$ cat config.mk
export PLATFORM = sky130hd
export DESIGN_NAME = loop_sequencer
export DESIGN_NICKNAME = d
export VERILOG_FILES = /design/src/rtl/loop_sequencer_pkg.sv /design/src/rtl/loop_sequencer_vref_ramp.sv /design/src/rtl/loop_sequencer.sv
export SDC_FILE = /design/constraint.sdc
export NUM_CORES = 1
export LEC_CHECK = 0
export ABC_AREA = 1
export CORE_AREA = 10 10 158 160
export DETAILED_ROUTE_END_ITERATION = 16
export DIE_AREA = 0 0 168 170
export PLACE_DENSITY_LB_ADDON = 0.3
export SLEW_MARGIN = 5
export SYNTH_ARGS = -nofsm -noshare
export SYNTH_HDL_FRONTEND = slang
export SYNTH_SLANG_ARGS = --single-unit
$ cat constraint.sdc
create_clock -name clk -period 6.49 [get_ports clk]
set_clock_uncertainty 0.1 [all_clocks]
set_input_delay 0.649 -clock clk [delete_from_list [all_inputs] [get_ports clk]]
set_output_delay 0.649 -clock clk [all_outputs]
set_load 0.01 [all_outputs]
$ cat src/rtl/loop_sequencer_pkg.sv
// Shared state encoding and fixed-point constants for the V-I loop sequencer.
package loop_sequencer_pkg;

  localparam int unsigned Q15_W           = 16;
  localparam int unsigned ADC_TIMEOUT_DEF = 64;

  typedef enum logic [2:0] {
    ST_IDLE      = 3'd0,
    ST_WAIT_TICK = 3'd1,
    ST_SAMPLE    = 3'd2,
    ST_COMPUTE   = 3'd3,
    ST_COMMIT    = 3'd4
  } seq_state_e;

endpackage

$ cat src/rtl/loop_sequencer_vref_ramp.sv
// Slew limiter stepping the voltage reference toward its target without overshoot or wrap.
module loop_sequencer_vref_ramp
  import loop_sequencer_pkg::*;
(
  input  logic                    clk,
  input  logic                    rst,
  input  logic                    clear_i,
  input  logic                    load_i,
  input  logic signed [Q15_W-1:0] target_i,
  input  logic        [Q15_W-1:0] step_i,
  output logic signed [Q15_W-1:0] ramp_o
);

  logic signed [Q15_W-1:0] ramp_q, ramp_d, ramp_next;
  logic signed [Q15_W:0]   diff;
  logic        [Q15_W:0]   mag;

  // Difference is taken one bit wider so full-scale swings cannot wrap.
  always_comb begin
    diff = {target_i[Q15_W-1], target_i} - {ramp_q[Q15_W-1], ramp_q};
    mag  = diff[Q15_W] ? $unsigned(-diff) : $unsigned(diff);
    if ((step_i == '0) || (mag <= {1'b0, step_i})) begin
      ramp_next = target_i;
    end else if (diff[Q15_W]) begin
      ramp_next = ramp_q - step_i;
    end else begin
      ramp_next = ramp_q + step_i;
    end
    ramp_d = ramp_q;
    if (clear_i) begin
      ramp_d = '0;
    end else if (load_i) begin
      ramp_d = ramp_next;
    end
  end

  always_ff @(posedge clk) begin
    if (rst) begin
      ramp_q <= '0;
    end else begin
      ramp_q <= ramp_d;
    end
  end

  assign ramp_o = ramp_q;

endmodule

$ cat src/rtl/loop_sequencer.sv
// Per-sample scheduler: loop tick, ADC handshake, PID step and PWM-aligned duty commit.
module loop_sequencer
  import loop_sequencer_pkg::*;
#(
  parameter int unsigned PER_W       = 16,
  parameter int unsigned ADC_TIMEOUT = ADC_TIMEOUT_DEF
) (
  input  logic                    clk,
  input  logic                    rst,
  input  logic                    enable,
  input  logic                    fault_in,
  input  logic        [PER_W-1:0] period,
  input  logic signed [Q15_W-1:0] vref_target,
  input  logic        [Q15_W-1:0] ramp_step,
  input  logic                    clear_err,
  output logic                    adc_req,
  input  logic                    adc_valid,
  input  logic signed [Q15_W-1:0] v_adc,
  input  logic signed [Q15_W-1:0] i_adc,
  output logic signed [Q15_W-1:0] v_s,
  output logic signed [Q15_W-1:0] i_s,
  output logic signed [Q15_W-1:0] vref_ramp,
  output logic                    pid_step,
  input  logic                    pid_done,
  input  logic signed [Q15_W-1:0] u_in,
  input  logic                    pwm_sync,
  output logic signed [Q15_W-1:0] duty_out,
  output logic                    duty_upd,
  output logic                    timeout_err,
  output logic        [7:0]       overrun_cnt,
  output logic        [2:0]       state
);

  localparam int unsigned TO_W = $clog2(ADC_TIMEOUT + 1);
  localparam logic [TO_W-1:0] TO_LAST = TO_W'(ADC_TIMEOUT - 1);

  seq_state_e              state_q, state_d;
  logic        [PER_W-1:0] cnt_q, cnt_d, reload;
  logic        [TO_W-1:0]  to_q, to_d;
  logic signed [Q15_W-1:0] v_q, v_d, i_q, i_d, pend_q, pend_d, duty_q, duty_d;
  logic                    step_q, step_d, upd_q, upd_d;
  logic                    to_err_q, to_err_d;
  logic        [7:0]       ovr_q, ovr_d;
  logic                    abort, tick, timeout_ev, overrun_ev, ramp_load, ramp_clear;

  assign abort  = !enable || fault_in;
  assign tick   = (state_q != ST_IDLE) && (cnt_q == '0);
  assign reload = (period < PER_W'(2)) ? PER_W'(1) : period - PER_W'(1);

  always_comb begin
    state_d    = state_q;
    cnt_d      = cnt_q;
    to_d       = '0;
    v_d        = v_q;
    i_d        = i_q;
    pend_d     = pend_q;
    duty_d     = duty_q;
    step_d     = 1'b0;
    upd_d      = 1'b0;
    to_err_d   = to_err_q;
    ovr_d      = ovr_q;
    timeout_ev = 1'b0;
    overrun_ev = 1'b0;
    ramp_load  = 1'b0;
    ramp_clear = 1'b0;
    if (abort) begin
      state_d    = ST_IDLE;
      cnt_d      = '0;
      v_d        = '0;
      i_d        = '0;
      pend_d     = '0;
      duty_d     = '0;
      ramp_clear = 1'b1;
    end else begin
      if (state_q != ST_IDLE) begin
        cnt_d = (cnt_q == '0) ? reload : cnt_q - PER_W'(1);
      end
      case (state_q)
        ST_IDLE:      state_d = ST_WAIT_TICK;
        ST_WAIT_TICK: if (tick) state_d = ST_SAMPLE;
        ST_SAMPLE: begin
          overrun_ev = tick;
          if (adc_valid) begin
            v_d     = v_adc;
            i_d     = i_adc;
            step_d  = 1'b1;
            state_d = ST_COMPUTE;
          end else if (to_q == TO_LAST) begin
            timeout_ev = 1'b1;
            state_d    = ST_WAIT_TICK;
          end else begin
            to_d = to_q + TO_W'(1);
          end
        end
        ST_COMPUTE: begin
          overrun_ev = tick;
          if (pid_done) begin
            pend_d  = u_in;
            state_d = ST_COMMIT;
          end
        end
        ST_COMMIT: begin
          overrun_ev = tick;
          if (pwm_sync) begin
            duty_d    = pend_q;
            upd_d     = 1'b1;
            ramp_load = 1'b1;
            state_d   = ST_WAIT_TICK;
          end
        end
        default: state_d = ST_IDLE;
      endcase
    end
    // Error events take priority over a simultaneous clear.
    if (clear_err) to_err_d = 1'b0;
    if (timeout_ev) to_err_d = 1'b1;
    if (overrun_ev) begin
      ovr_d = (ovr_q == 8'hFF) ? ovr_q : ovr_q + 8'd1;
    end else if (clear_err) begin
      ovr_d = '0;
    end
  end

  always_ff @(posedge clk) begin
    if (rst) begin
      state_q  <= ST_IDLE;
      cnt_q    <= '0;
      to_q     <= '0;
      v_q      <= '0;
      i_q      <= '0;
      pend_q   <= '0;
      duty_q   <= '0;
      step_q   <= 1'b0;
      upd_q    <= 1'b0;
      to_err_q <= 1'b0;
      ovr_q    <= '0;
    end else begin
      state_q  <= state_d;
      cnt_q    <= cnt_d;
      to_q     <= to_d;
      v_q      <= v_d;
      i_q      <= i_d;
      pend_q   <= pend_d;
      duty_q   <= duty_d;
      step_q   <= step_d;
      upd_q    <= upd_d;
      to_err_q <= to_err_d;
      ovr_q    <= ovr_d;
    end
  end

  loop_sequencer_vref_ramp u_ramp (
    .clk      (clk),
    .rst      (rst),
    .clear_i  (ramp_clear),
    .load_i   (ramp_load),
    .target_i (vref_target),
    .step_i   (ramp_step),
    .ramp_o   (vref_ramp)
  );

  assign adc_req     = (state_q == ST_SAMPLE);
  assign v_s         = v_q;
  assign i_s         = i_q;
  assign pid_step    = step_q;
  assign duty_out    = duty_q;
  assign duty_upd    = upd_q;
  assign timeout_err = to_err_q;
  assign overrun_cnt = ovr_q;
  assign state       = state_q;

endmodule

======== Word-level counts from Yosys, hierarchy flattened ========
Index checks and enable logic that the tools add are counted.
storage, ports and cells
  bits in registers ....................... 117
  output and inout bits ................... 79
cells by class
  add/sub/neg operators ................... 8
  magnitude comparators ................... 2
  equality and inequality tests ........... 11
  muxes and demuxes ....................... 27
  bitwise gates (word level) .............. 1
  reductions and logical operators ........ 20
operators by type and width
  cell                                                                           number
  16-bit two-way mux                                                             4
  16-bit logical NOT                                                             2
  16-bit by 1-bit subtractor with 16-bit output, second input constant           2
  8-bit two-way mux                                                              3
  17-bit by 16-bit <= comparator with 1-bit output                               1
  17-bit two-way mux                                                             1
  17-bit negation                                                                1
  16-bit by 16-bit subtractor with 17-bit output                                 1
  16-bit adder                                                                   1
  16-bit by 2-bit less-than comparator with 1-bit output, second input constant  1
  16-bit subtractor                                                              1
  3-bit two-way mux                                                              5
  3-bit one-hot mux with 5 select lines                                          1
  1-bit two-way mux                                                              13
  8-bit by 1-bit adder with 8-bit output, second input constant                  1
  8-bit == test, second input constant                                           1
  2-bit inequality test, second input constant                                   4
  2-bit AND reduction                                                            4
  7-bit by 1-bit adder with 7-bit output, second input constant                  1
  7-bit by 6-bit == test with 1-bit output, second input constant                1
  3-bit by 2-bit == test with 1-bit output, second input constant                2
  3-bit OR reduction                                                             2
  5-bit OR reduction                                                             1
  4-bit AND reduction                                                            1
  other kinds (11)                                                               14

======== Longest topological paths before layout ========
Gate-level depths: netlist of run 1.
  depth after elaboration ................. 6
  mapped depth ............................ 38

======== Hierarchy ========
From an unflattened synthesis of run 1, not the netlist that was laid out.
second synthesis, totals
  cell total of the unflattened synthesis .. 1309
  area, all modules ....................... 8454.4 um^2
by module, submodules not included
  module                    times used  cells an instance  area an instance (um^2)  seq. area each (um^2)
  loop_sequencer            1           690                4804.6                   2021.9
  loop_sequencer_vref_ramp  1           619                3649.8                   320.3

======== Worst setup path after synthesis of run 1 ========
Ideal clock, no wire load.
  path kind ............................... in2reg
  start ................................... in vref_target[0]
  end ..................................... reg u_ramp.ramp_q[5] (netlist: u_ramp.ramp_o[5])
  arrival time ............................ 4.017 ns
  data required time ...................... 6.281 ns
  setup slack ............................. 2.264 ns
  stages on the path ...................... 34
  cell sequence ........................... inv_1 ha_1 fa_1 inv_1 nand2_1 nand2_1 nand3_1 nand2_1 nand2_1 nand2_1 nand2_1 nand2_1 clkbuf_1 nor2_1 xor2_1 ha_1 nand2_1 nor2_1 nand3_1 nand4_1 nand2_1 nand2_1 nand2_1 nand2_1 nand2_1 nand2_1 nand2_1 nand2_4 nand2_4 buf_6 nand2_1 nand3_1 nand2_1 inv_1
between the ends
  word-level cells in the longest chain between the ends .. 6
  elaborated cells on any way between the ends .. 7
ends and longest elaborated chain
  element                                           RTL line                        source
  start, declared                                   loop_sequencer.sv:13            input logic signed [Q15_W-1:0] vref_target,
  16-bit by 16-bit subtractor with 17-bit output *  loop_sequencer_vref_ramp.sv:20  diff = {target_i[Q15_W-1], target_i} - {ramp_q[Q15_W-1], ramp_q};
  17-bit negation                                   loop_sequencer_vref_ramp.sv:21  mag = diff[Q15_W] ? $unsigned(-diff) : $unsigned(diff);
  17-bit two-way mux                                loop_sequencer_vref_ramp.sv:21
  17-bit by 16-bit <= comparator with 1-bit output  loop_sequencer_vref_ramp.sv:22  if ((step_i == '0) || (mag <= {1'b0, step_i})) begin
  1-bit logical OR                                  loop_sequencer_vref_ramp.sv:22
  16-bit two-way mux *                              loop_sequencer_vref_ramp.sv:22
  end signal, assigned                              loop_sequencer_vref_ramp.sv:41  ramp_q <= ramp_d;
  end, declared                                     loop_sequencer_vref_ramp.sv:14  logic signed [Q15_W-1:0] ramp_q, ramp_d, ramp_next;
Every way passes the cells marked *; elsewhere a longest branch is shown, timed or not.
A chain may end at the register's enable or synchronous reset.

======== Worst setup path after layout of run 1 ========
  start ................................... in vref_target[0]
  end ..................................... reg u_ramp.ramp_q[10] (netlist: u_ramp.ramp_o[10])
Same word-level chain as after synthesis.

==> impl_summary.md, run 1 <==
Yosys
The synthesized netlist contains 45 unique library cells. In the synthesized netlist, mux cells make up 0% of the area. Of all flip-flops after synthesis, the portion carrying an async set or reset was 0%.

Summing the areas of all compound-gate instances in the mapped netlist gives 15.6% of the synthesized area. The synthesized netlist devotes 28.7% of its cell area to simple gates. The area share of the largest cell type after synthesis is 28.9%. The cell area after synthesis is 8120 um^2. Counting every net in the synthesized netlist gives 1393. The dominant combinational cell family by area after synthesis is simple AND/OR/NAND/NOR gates. Synthesis handed over a netlist of 1234 instances. The post-synthesis cell type with the largest combined area is dfxtp_1.

The number of enable-type register cells in the synthesized netlist is 0. In the post-synthesis netlist, the cell with the most instances is nand2_1. The synthesis-stage register bit count is 117. The number of warnings printed during yosys synthesis is 0. Sorting the synthesized cells by area gives the leading types as dfxtp_1 (29%), nand2_1 (10%), inv_1 (8.8%). Ranked by instance count, the synthesized netlist is headed by nand2_1 (221), inv_1 (190), nor2_1 (155), dfxtp_1 (117). The fraction of the mapped netlist area in adder cells is 8.66%. Among all flip-flop cells after synthesis, the most frequent one is dfxtp_1. The sequential cell area fraction in the yosys report is 28.9%. A synthesized cell averages 6.58 um^2.

The xor/xnor share of the synthesized area is 7.45%.

STA
The remaining max-slew budget at the tightest pin is 34.5%. The actual slew at the worst max-slew pin is 0.982 ns. Based on the critical path, the design can be clocked at up to 208 MHz.

Setup repair after global routing left no endpoint under its margin. For the finished layout, the period the worst path requires is 4.81 ns. The total count of hold-check failures in the final report is 0.

The total negative slack is 0 ns. On the final layout, the worst hold slack is 0.346 ns. The max-slew violation count is 0.

Setup violations remaining at the end of the flow were counted as 0. Of the available clock period, the critical path in the final layout requires 74.1%.

Floorplanning
The placeable core region is 21700 um^2. The boundary pin count is 183. The die area is 28600 um^2. The starting utilization of the core area is 37.4%. The floorplan step set the die width to 168 um. The number of placement rows is 54. The die height is 170 um.

Detailed routing
The first routing iteration left 600 violations. The remaining number of nets flagged by the antenna check after routing is 0. Dividing the detail-routed wire length by the instance count gives 14.4 um. After detailed routing, the number of remaining DRC violations is 0. The final route contains 8330 vias. After detailed routing, the total wire length is 24500 um. The first detailed-routing pass ran for 5 iterations. Using the TritonRoute via totals, the vias-per-cell ratio works out to 4.90.

Job
The tool flagged a number of max-cap violations equal to 0.

Setup path
Data on the critical path is required at its endpoint by 6.72 ns. The top fanout value on the critical path is 17. The worst setup path is launched from an input pin. The worst setup path is captured at a flip-flop.

The category of the critical setup timing path is input pin to flip-flop. The endpoint arrival time on the critical path is 5.04 ns.

Run status
The run finished with clean final reports.

CTS
The number of gates resized after CTS was 0. The number of buffers inserted during clock tree synthesis is 17. The buffer type at the clock tree root is clkbuf_16. The maximum buffer depth of the clock tree is 2.

Clock-pin slew was measured on the worst setup and hold paths at 0.05 ns. The post-CTS setup buffer count is 0. After clock tree synthesis, the flow added hold-fix buffers numbering 0. TritonCTS built the clock tree. The CTS sink count is 117.

The number of H-tree levels is 4. The clock latency on the worst-skew pair is 0.41 ns.

GRT
The number of global-route vias before repair is 8243. The first global-routing pass estimated 40300 um of wire. The initial antenna violation count was 0. Global routing used 16.9% of the available tracks.

The total overflow left after global routing is 0. The largest net degree at the start of global routing is 69.

Worst hold path
In this run the worst hold path is classified as flip-flop to flip-flop.

Power and ir drop
The peak supply drop is 0.184 mV. Dividing total power by cell area gives a power density of 195 nW/um^2. The post-route total power is 2.11 mW. The analysis attributes to cell leakage a power of 4.77 nW.

Placement
At the end of routability-driven placement, the weighted congestion stood at 0.892. In this run the tool buffered the top-level ports with 182 buffer cells. After detailed placement, the design holds a cell count of 1667.

Detailed placement finished with a half-perimeter wire length of 19200 um.

Finish
The number of non-filler instances in the completed layout is 1699. Relative to the synthesized area, the layout overhead comes to 33.0%. The number of antenna repair diodes is 0.

Of the cells placed in the final design, the portion with a size suffix greater than 1 is 5.00%. After the last flow step, the layout net total stands at 1565.
-- through the flow --
stage                     util, %  instance area [um^2]  setup slack [ns]
after global placement       47.0                 10200              1.37
after detailed placement     47.0                 10200              1.27
after global routing         49.8                 10800              1.17
final                        49.8                 10800              1.68
after CTS                    49.8                 10800              1.69
after floorplan                 -                  8120              2.26
-- critical path, stage by stage --
cell and delay (ns):
clkdlybuf4s50_1 0.46, inv_1 0.06, ha_1 0.23, fa_1 0.39, inv_1 0.08, nand2_1 0.08, nand2_1 0.13, nand3_1 0.09
nand2_1 0.13, nand2_1 0.08, nand3_1 0.07, nand2_1 0.07, inv_1 0.38, o21ai_0 0.31, fa_1 0.50, nand3_1 0.11
nand3_1 0.11, nand2_1 0.10, nand2_1 0.06, a21oi_1 0.19, o21ai_0 0.17, nand3_1 0.13, nand2_1 0.05, nand2_1 0.05
nand2_1 0.05, nand3_1 0.08, nand3_1 0.08, a21oi_1 0.15
-- path summary, 6_finish.rpt --
check / slack [ns] / to / depth (start not counted) / start
setup / recovery: 1.68 / u_ramp.ramp_o[10] / 28 / vref_target[0]
hold / removal: 0.35 / to_q[0] / 1 / to_q[0]
setup reg to reg: 2.10 / u_ramp.ramp_o[10] / 26 / u_ramp.ramp_o[0]
hold reg to reg: 0.35 / to_q[0] / 1 / to_q[0]
-- cell usage in the layout (no fill, tap or decap), types with 3 or more instances in the layout --
| cell | n |
|---|---|
| nor2_4 | 4 |
| nand2_4 | 3 |
| nor3_1 | 25 |
| inv_2 | 3 |
| nand3_1 | 81 |
| buf_4 | 5 |
| a21oi_1 | 98 |
| o211ai_1 | 3 |
| nor2_1 | 154 |
| nand2_2 | 7 |
| xor2_1 | 54 |
| o21ai_0 | 98 |
| ha_1 | 53 |
| clkbuf_16 | 17 |
| nor2_2 | 4 |
| inv_6 | 5 |
| nand3_2 | 4 |
| a31oi_1 | 8 |
| o21bai_1 | 6 |
| a221oi_1 | 3 |
| inv_1 | 190 |
| a21oi_2 | 3 |
| nand4_1 | 15 |
| clkdlybuf4s50_1 | 182 |
| nor4_1 | 5 |
| a211oi_1 | 3 |
| nand3b_1 | 4 |
| dfxtp_1 | 117 |
| or2_2 | 3 |
| xnor2_1 | 15 |
| nand2_1 | 221 |
-- power breakdown --
group / total, mW / leakage [nW] / internal (mW) / switching, mW
Combinational: 0.433 / 3.54 / 0.177 / 0.256
Clock: 0.954 / 0.292 / 0.587 / 0.368
Sequential: 0.723 / 0.942 / 0.720 / 0.00229
-- flip-flops by register name, summed over array words and instances, names as in the netlist --
name and count:
overrun_cnt 8, v_s 16, duty_upd 1, pend_q 16, cnt_q 16, state 3, pid_step 1, timeout_err 1
u_ramp.ramp_o 16, duty_out 16, to_q 7, i_s 16
-- area by class of cell --
class,instances,area (um^2)
clock buffers,18,439
clock inverters,14,164
fillers,2199,10900
inverters,193,724
multi-input cells,890,4910
flip-flops and latches,117,2340
well taps,280,350
repair buffers,187,1860
-- kinds of logic (layout without fill, tap and decap cells) --
| family | Yosys count | in the layout |
|---|---|---|
| DFF | 117 | 117 |
| and+or+nand+nor | 535 | 535 |
| xor gates and xnor gates | 69 | 69 |
| buffers and inverters | 227 | 412 |
| adders and majority gates | 55 | 55 |
| AOI/OAI and AO/OA | 231 | 231 |
-- layer usage --
layer	GRT usage, %	wire length [um]
met1	20.1	10800
met2	26.8	10800
met3	7.81	2630
met4	4.81	287
met5	0	0
Note: power is estimated with default switching activity, not from simulation.
==> inputs of run 2 (changes only) <==
Clock period 6.49 ns to 4.1 ns, I/O delays scaled along.
==> run 2 against run 1 <==
  * The flow now finishes with violations (negative setup slack)
  * Sequential cell count stayed put
  * Setup slack worse by 1.7 ns
  * Non-clock buffer count grew 169
  * Via count is 7.6% higher
  * First-iteration DRC count is 20% lower
  * Sequential power increased by 58%
  * Total power grew 72%
  * Final area grew 14%
  * Cell count up 10%
  * Register-to-register slack worse by 2.1 ns
  * Clock power grew 66%
  * Global-route usage increased by 0.68 points
==> impl_summary.md, run 2 (same netlist as run 1, synthesis figures left out) <==
Run status
The flow ran to the end, but the final reports show violations. The checks that failed: negative setup slack.

Finish
The final layout net count is 1736 (+11%). The layout cell share with drive strength beyond 1 is 17.6% (+13 points). The layout overhead on the synthesized area is 51.9%.

The top cell types in the final layout, fill and taps aside, are nand2_1 (210), inv_1 (186), clkdlybuf4s50_1 (177). The number of antenna repair diodes is 0 (unchanged). The number of non-filler instances in the completed layout is 1870 (+10%).

The number of inserted filler cells in the final layout is 2012 (-8.5%). The most common library cell in the layout ignoring fill and taps is nand2_1. The final design utilization is 56.9% (+7.1 points).

STA
Static timing analysis puts the maximum clock frequency at 242 MHz. The actual slew at the worst max-slew pin is 0.993 ns (+0.0108 ns). The total count of hold-check failures in the final report came to 0 (unchanged).

The final critical delay including setup and external delays is 4.14 ns. Setup repair after global routing could not meet its margin everywhere. The final critical path takes up 101% of the cycle.

The total negative slack was -0.0985 ns (-0.0985 ns). The setup violation total in the final timing report was 6 (+6). The max-slew violation count is 0 (unchanged).

The worst-case setup margin in the final layout came to -0.0365 ns (-1.72 ns). The remaining max-slew budget at the tightest pin was 33.7% (-0.72 points).

Placement
The HPWL after detailed placement is 20700 um (+7.7%). The number of I/O port buffers is 182 (unchanged). The final weighted congestion in routability-driven placement was 0.902 (+1.1%). The number of cells in the design after placement is 1818 (+9.1%).

GRT
The largest net degree at the start of global routing came to 46 (-33%). The total congestion overflow after global routing is 0 (unchanged). The number of global-route vias before repair came to 8801 (+6.8%).

The first-pass GRT wire length is 42000 um (+4.0%). The initial antenna violation count is 0 (unchanged). The global-route usage over all layers came to 17.6% (+0.68 points).

CTS
The number of H-tree levels is 4 (unchanged). The clock latency on the worst-skew pair is 0.42 ns (about the same). The CTS sink count is 117 (unchanged).

The tree is rooted in a clkbuf_16. TritonCTS built the clock tree. The maximum buffer depth of the clock tree came to 2 (unchanged).

The number of buffers inserted during clock tree synthesis is 17 (unchanged). The clock slew seen by the registers of the worst setup and hold paths came to 0.05 ns (about the same). The number of hold buffers added after cts came to 0 (unchanged).

Worst hold path
The type of the worst min-delay path is input pin to flip-flop. The cell depth of the worst hold path is 5 (+4).

Power and ir drop
The power per unit of standard cell area is 295 nW/um^2 (+51%). The peak supply drop came to 0.274 mV (+49%). The leakage power total was 5.69 nW (+19%).

Setup path
The logic depth of the worst register-to-register path is 29 (+12%). The number of cells on the critical path came to 29 (+3.6%). The startpoint identified for the worst register-to-register timing path is u_ramp.ramp_o[0]. The cell with the most instances on the worst path is nand2_1.

The launching instance or port of the critical path is u_ramp.ramp_o[0]. The required time of the critical path was 4.33 ns (-2.39 ns). The kind of end point of the critical path is a flip-flop.

The minimum setup slack among reg-to-reg paths is -0.04 ns (-2.14 ns). The family with the most delay on the worst path is simple AND/OR/NAND/NOR gates. The element type at the critical path start is a flip-flop. The worst path buffer plus inverter count is 4 (unchanged). The category of the critical setup timing path is flip-flop to flip-flop.

The top fanout value on the critical path came to 5 (-12). The reg-to-reg critical path endpoint is u_ramp.ramp_o[0]. The endpoint of the worst setup timing path is u_ramp.ramp_o[0]. The endpoint arrival time on the critical path came to 4.37 ns (-0.67 ns). The stage delay of the slowest cell on the critical path came to 0.39 ns (-0.11 ns). The largest individual stage delay along the critical path comes from the cell fa_2.

Floorplanning
The die area is 28600 um^2 (unchanged). The starting utilization of the core area is 37.4% (unchanged). The placeable core region is 21700 um^2 (unchanged).

The number of placement rows is 54 (unchanged). The die height came to 170 um (unchanged). The floorplan die width is 168 um (unchanged). The boundary pin count is 183 (unchanged).

Detailed routing
The DRC violation count after routing is 0 (unchanged). The number of optimization iterations in the first detailed-route pass is 8 (+3). The DRC violation total after the first TritonRoute iteration is 481 (-20%). The via total after detailed routing is 8965 (+7.6%). The post-detailed-route wirelength per cell is 14.1 um (-2.0%). The remaining number of nets flagged by the antenna check after routing is 0 (unchanged). The average vias per placed instance was 4.79 (-2.2%). The total wire length came to 26400 um (+7.8%).

Job
The max capacitance violation total is 0 (unchanged).
run 2: cell types whose count changed in the layout (fill, tap and decap cells not counted), sizes merged:
cell           change
clkdlybuf4s50      -5
dlymetal6s2s       +5
nand2              +2
clkinv             +3
inv                -4
clkinvlp           -1
buf              +169
bufinv             +2
run 2: worst min-delay path by stage:
| stage | start | endpoint | slack [ns] |
|---|---|---|---|
| finish | vref_target[6] | u_ramp.ramp_o[6] | 0.34 |
| global placement | to_q[0] | to_q[0] | 0.33 |
| floorplan | to_q[0] | to_q[0] | 0.32 |
| global route | vref_target[6] | u_ramp.ramp_o[6] | 0.36 |
| CTS | to_q[6] | to_q[6] | 0.35 |
| detailed placement | to_q[6] | to_q[6] | 0.34 |
run 2: what timing repair did:
action	in CTS	in global routing
pin swaps	4	23
endpoints found under the setup margin	16	16
resized for setup	19	41
gates cloned	0	2
buffers inserted	13	5
run 2: layout make-up:
cell class | count | area (um^2) | area share (%)
Clock inverter | 14 | 199 | 1.61
Inverter | 193 | 724 | 5.88
Clock buffer | 18 | 429 | 3.48
Multi-Input combinational cell | 892 | 5120 | 41.6
Tap cell | 280 | 350 | 2.84
Timing Repair Buffer | 356 | 3160 | 25.6
Sequential cell | 117 | 2340 | 19.0
run 2: tightest hold or removal path, cell delays in order:
cell and delay, ns:
dlymetal6s2s_1 0.16, inv_1 0.07, nand2_1 0.05, nand3_1 0.06, a21oi_1 0.05
run 2: power breakdown:
part / leakage, nW / total, mW / internal [mW] / switching (mW)
logic: 4.45 / 0.911 / 0.436 / 0.475
clock network: 0.305 / 1.58 / 1.02 / 0.558
registers: 0.943 / 1.14 / 1.14 / 0.00358
total: 5.69 / 3.64 / 2.60 / 1.04
run 2: per-stage QoR:
step                power, mW  instance area, um^2  hold WS, ns  setup WS [ns]
floorplan                1.63                 8120        0.318          0.113
global placement         1.99                11300        0.332         -0.508
detailed placement       2.00                11300        0.338         -0.618
CTS                      3.61                12100        0.348       -0.00543
global route             3.81                12300        0.365         -0.323
finish                   3.64                12300        0.337        -0.0365
run 2: routing by layer:
| layer | share of wire (%) | global-route usage [%] | up-vias |
|---|---|---|---|
| met5 | 0 | 0 | - |
| met4 | 1.0 | 4.24 | 0 |
| met3 | 10 | 7.58 | 25 |
| met2 | 46 | 29.2 | 227 |
| met1 | 43 | 20.5 | 4035 |
| li1 | - | - | 4678 |
==> inputs of run 3 (changes only) <==
Settings changed: CTS_CLUSTER_DIAMETER set to 60, GPL_ROUTABILITY_DRIVEN set to 0.
Clock period 4.1 ns to 4.85 ns, I/O delays scaled along.
==> run 3 against run 2 <==
  * The flow now finishes without violations
  * Register-to-register slack gained 0.59 ns
  * Core utilization shrank 5.6 points
  * Clock power shrank 16%
  * Global-route usage shrank 0.56 points
  * Sequential share of layout area grew 2.0 points
  * Total power shrank 19%
  * Critical path depth is the same
  * Combinational power shrank 29%
  * Setup slack gained 0.43 ns
  * Critical path type is now input pin to flip-flop
  * Largest cell class unchanged
  * Highest routed layer unchanged
==> impl_summary.md, run 3 (same netlist as run 1, synthesis figures left out) <==
Floorplanning
The starting utilization of the core area is 37.4% (unchanged). The die area is 28600 um^2 (unchanged). The placeable core region is 21700 um^2 (unchanged). The boundary pin count is 183 (unchanged). The die height is 170 um (unchanged). The floorplan die width is 168 um (unchanged). The number of placement rows is 54 (unchanged).

Placement
The minimum setup slack after placement is -0.0683 ns (+0.550 ns). The number of cells in the design after placement is 1694 (-6.8%). The number of I/O port buffers came to 182 (unchanged). The HPWL after detailed placement is 19700 um (-4.8%).

CTS
The clock latency on the worst-skew pair is 0.41 ns (about the same). The clock tree from TritonCTS is yes. The clock slew seen by the registers of the worst setup and hold paths is 0.06 ns (about the same). Clock tree synthesis selected as its root buffer the cell clkbuf_16. The number of buffers inserted during clock tree synthesis is 17 (unchanged). The maximum buffer depth of the clock tree is 2 (unchanged). The number of H-tree levels is 4 (unchanged). The CTS sink count is 117 (unchanged).

Setup path
The setup path with the least slack is of type input pin to flip-flop. The worst setup path is launched from an input pin. The endpoint arrival time on the critical path is 4.69 ns (+0.32 ns). The top fanout value on the critical path is 6 (+1). The stage delay of the slowest cell on the critical path is 0.55 ns (+0.16 ns). The cell with the most instances on the worst path is nand2_1. The slowest stage of the critical path belongs to the cell fa_2. The required time of the critical path is 5.09 ns (+0.76 ns).

The worst setup path is captured at a flip-flop.

Finish
The final layout net count came to 1598 (-7.9%). The most common library cell in the layout ignoring fill and taps is nand2_1. The layout cell share with drive strength beyond 1 was 7.66% (-10 points).

The number of non-filler instances in the completed layout was 1730 (-7.5%). The number of antenna repair diodes is 0 (unchanged). In the layout the commonest cells are nand2_1 (219), inv_1 (189), clkdlybuf4s50_1 (182). The final design utilization is 51.3% (-5.6 points).

The layout overhead on the synthesized area is 37.0%. The number of inserted filler cells in the final layout is 2146 (+6.7%).

STA
Setup repair after global routing left no endpoint under its margin. The total count of hold-check failures in the final report came to 0 (unchanged). The actual slew at the worst max-slew pin is 1.00 ns (+0.00890 ns). The worst path needs 4.45 ns of the cycle, external delays included.

The max-slew violation count came to 0 (unchanged). The remaining max-slew budget at the tightest pin is 33.2% (-0.59 points). The final worst-path cycle share is 91.8%. The setup violation total in the final timing report is 0 (-6). The final hold slack is 0.349 ns (+0.0122 ns).

The worst-case setup margin in the final layout is 0.398 ns (+0.434 ns). The maximum clock frequency is 225 MHz.

Detailed routing
The post-detailed-route wirelength per cell is 14.6 um (+3.8%). The total wire length is 25300 um (-3.9%). The DRC violation count after routing is 0 (unchanged). The remaining number of nets flagged by the antenna check after routing is 0 (unchanged). The via total after detailed routing is 8493 (-5.3%). The number of optimization iterations in the first detailed-route pass is 5 (-3). The average vias per placed instance is 4.91 (+2.4%). The DRC violation total after the first TritonRoute iteration was 490 (+1.9%).

GRT
The number of global-route vias before repair is 8294 (-5.8%). The largest net degree at the start of global routing is 44 (-4.3%). The initial antenna violation count was 0 (unchanged).

The global-route usage over all layers came to 17.0% (-0.56 points). The first-pass GRT wire length was 40500 um (-3.5%). The total congestion overflow after global routing came to 0 (unchanged).

Worst hold path
The type of the worst min-delay path is flip-flop to flip-flop.

Power and ir drop
The power per unit of standard cell area is 265 nW/um^2 (-10%). The leakage power total is 4.94 nW (-13%). The peak supply drop is 0.234 mV (-15%). The post-route total power is 2.94 mW (-19%).

Run status
The run finished with clean final reports.

Job
The max capacitance violation total is 0 (unchanged).
[run 3: path summary, 6_finish.rpt]
kind               startpoint                end  slack [ns]  cells past startpoint
min reg2reg         pend_q[1]        duty_out[1]        0.35                      2
max reg2reg  u_ramp.ramp_o[8]  u_ramp.ramp_o[15]        0.55                     28
min                 pend_q[1]        duty_out[1]        0.35                      2
max            vref_target[0]  u_ramp.ramp_o[13]        0.40                     29
[run 3: through the flow]
stage | cell area, um^2 | TNS, ns
6_report | 11100 | 0
5_1_grt | 11100 | 0
4_1_cts | 11000 | 0
3_5_place_dp | 10400 | -0.567
3_3_place_gp | 10400 | 0
2_1_floorplan | 8120 | 0
[run 3: layout make-up]
class	count	area [um^2]	share of cell area (%)
inverter	193	728	6.55
clock inverter	12	180	1.62
timing repair buffer	219	2110	19.0
multi-input combinational	891	4970	44.7
clock buffer	18	439	3.95
sequential	117	2340	21.1
tap	280	350	3.15
[run 3: routing by layer]
metal  up-vias  GRT usage (%)  wire (um)
met5         -              0          0
met4         0           4.81        285
met3        23           7.72       2590
met2       217           28.2      11600
met1      3849           19.5      10900
li1       4404              -          -
[run 3: what timing repair did]
action	CTS	global route
setup buffers	0	5
resized for setup	0	14
endpoints found under the setup margin	0	16
hold buffers	0	0
hold endpoints to repair	0	0
[run 3: where the power goes]
group / total (mW) / switching [mW] / internal [mW]
Sequential: 0.968 / 0.00300 / 0.965
Clock: 1.33 / 0.458 / 0.869
Combinational: 0.649 / 0.369 / 0.280
[run 3: worst max-delay path, delay by kind of cell]
family	cells	cell delay, ns
adders and majority gates	4	1.24
buffers and inverters	4	0.75
xor gates and xnor gates	1	0.15
AOI/OAI and AO/OA	4	0.69
and+or+nand+nor	16	1.36
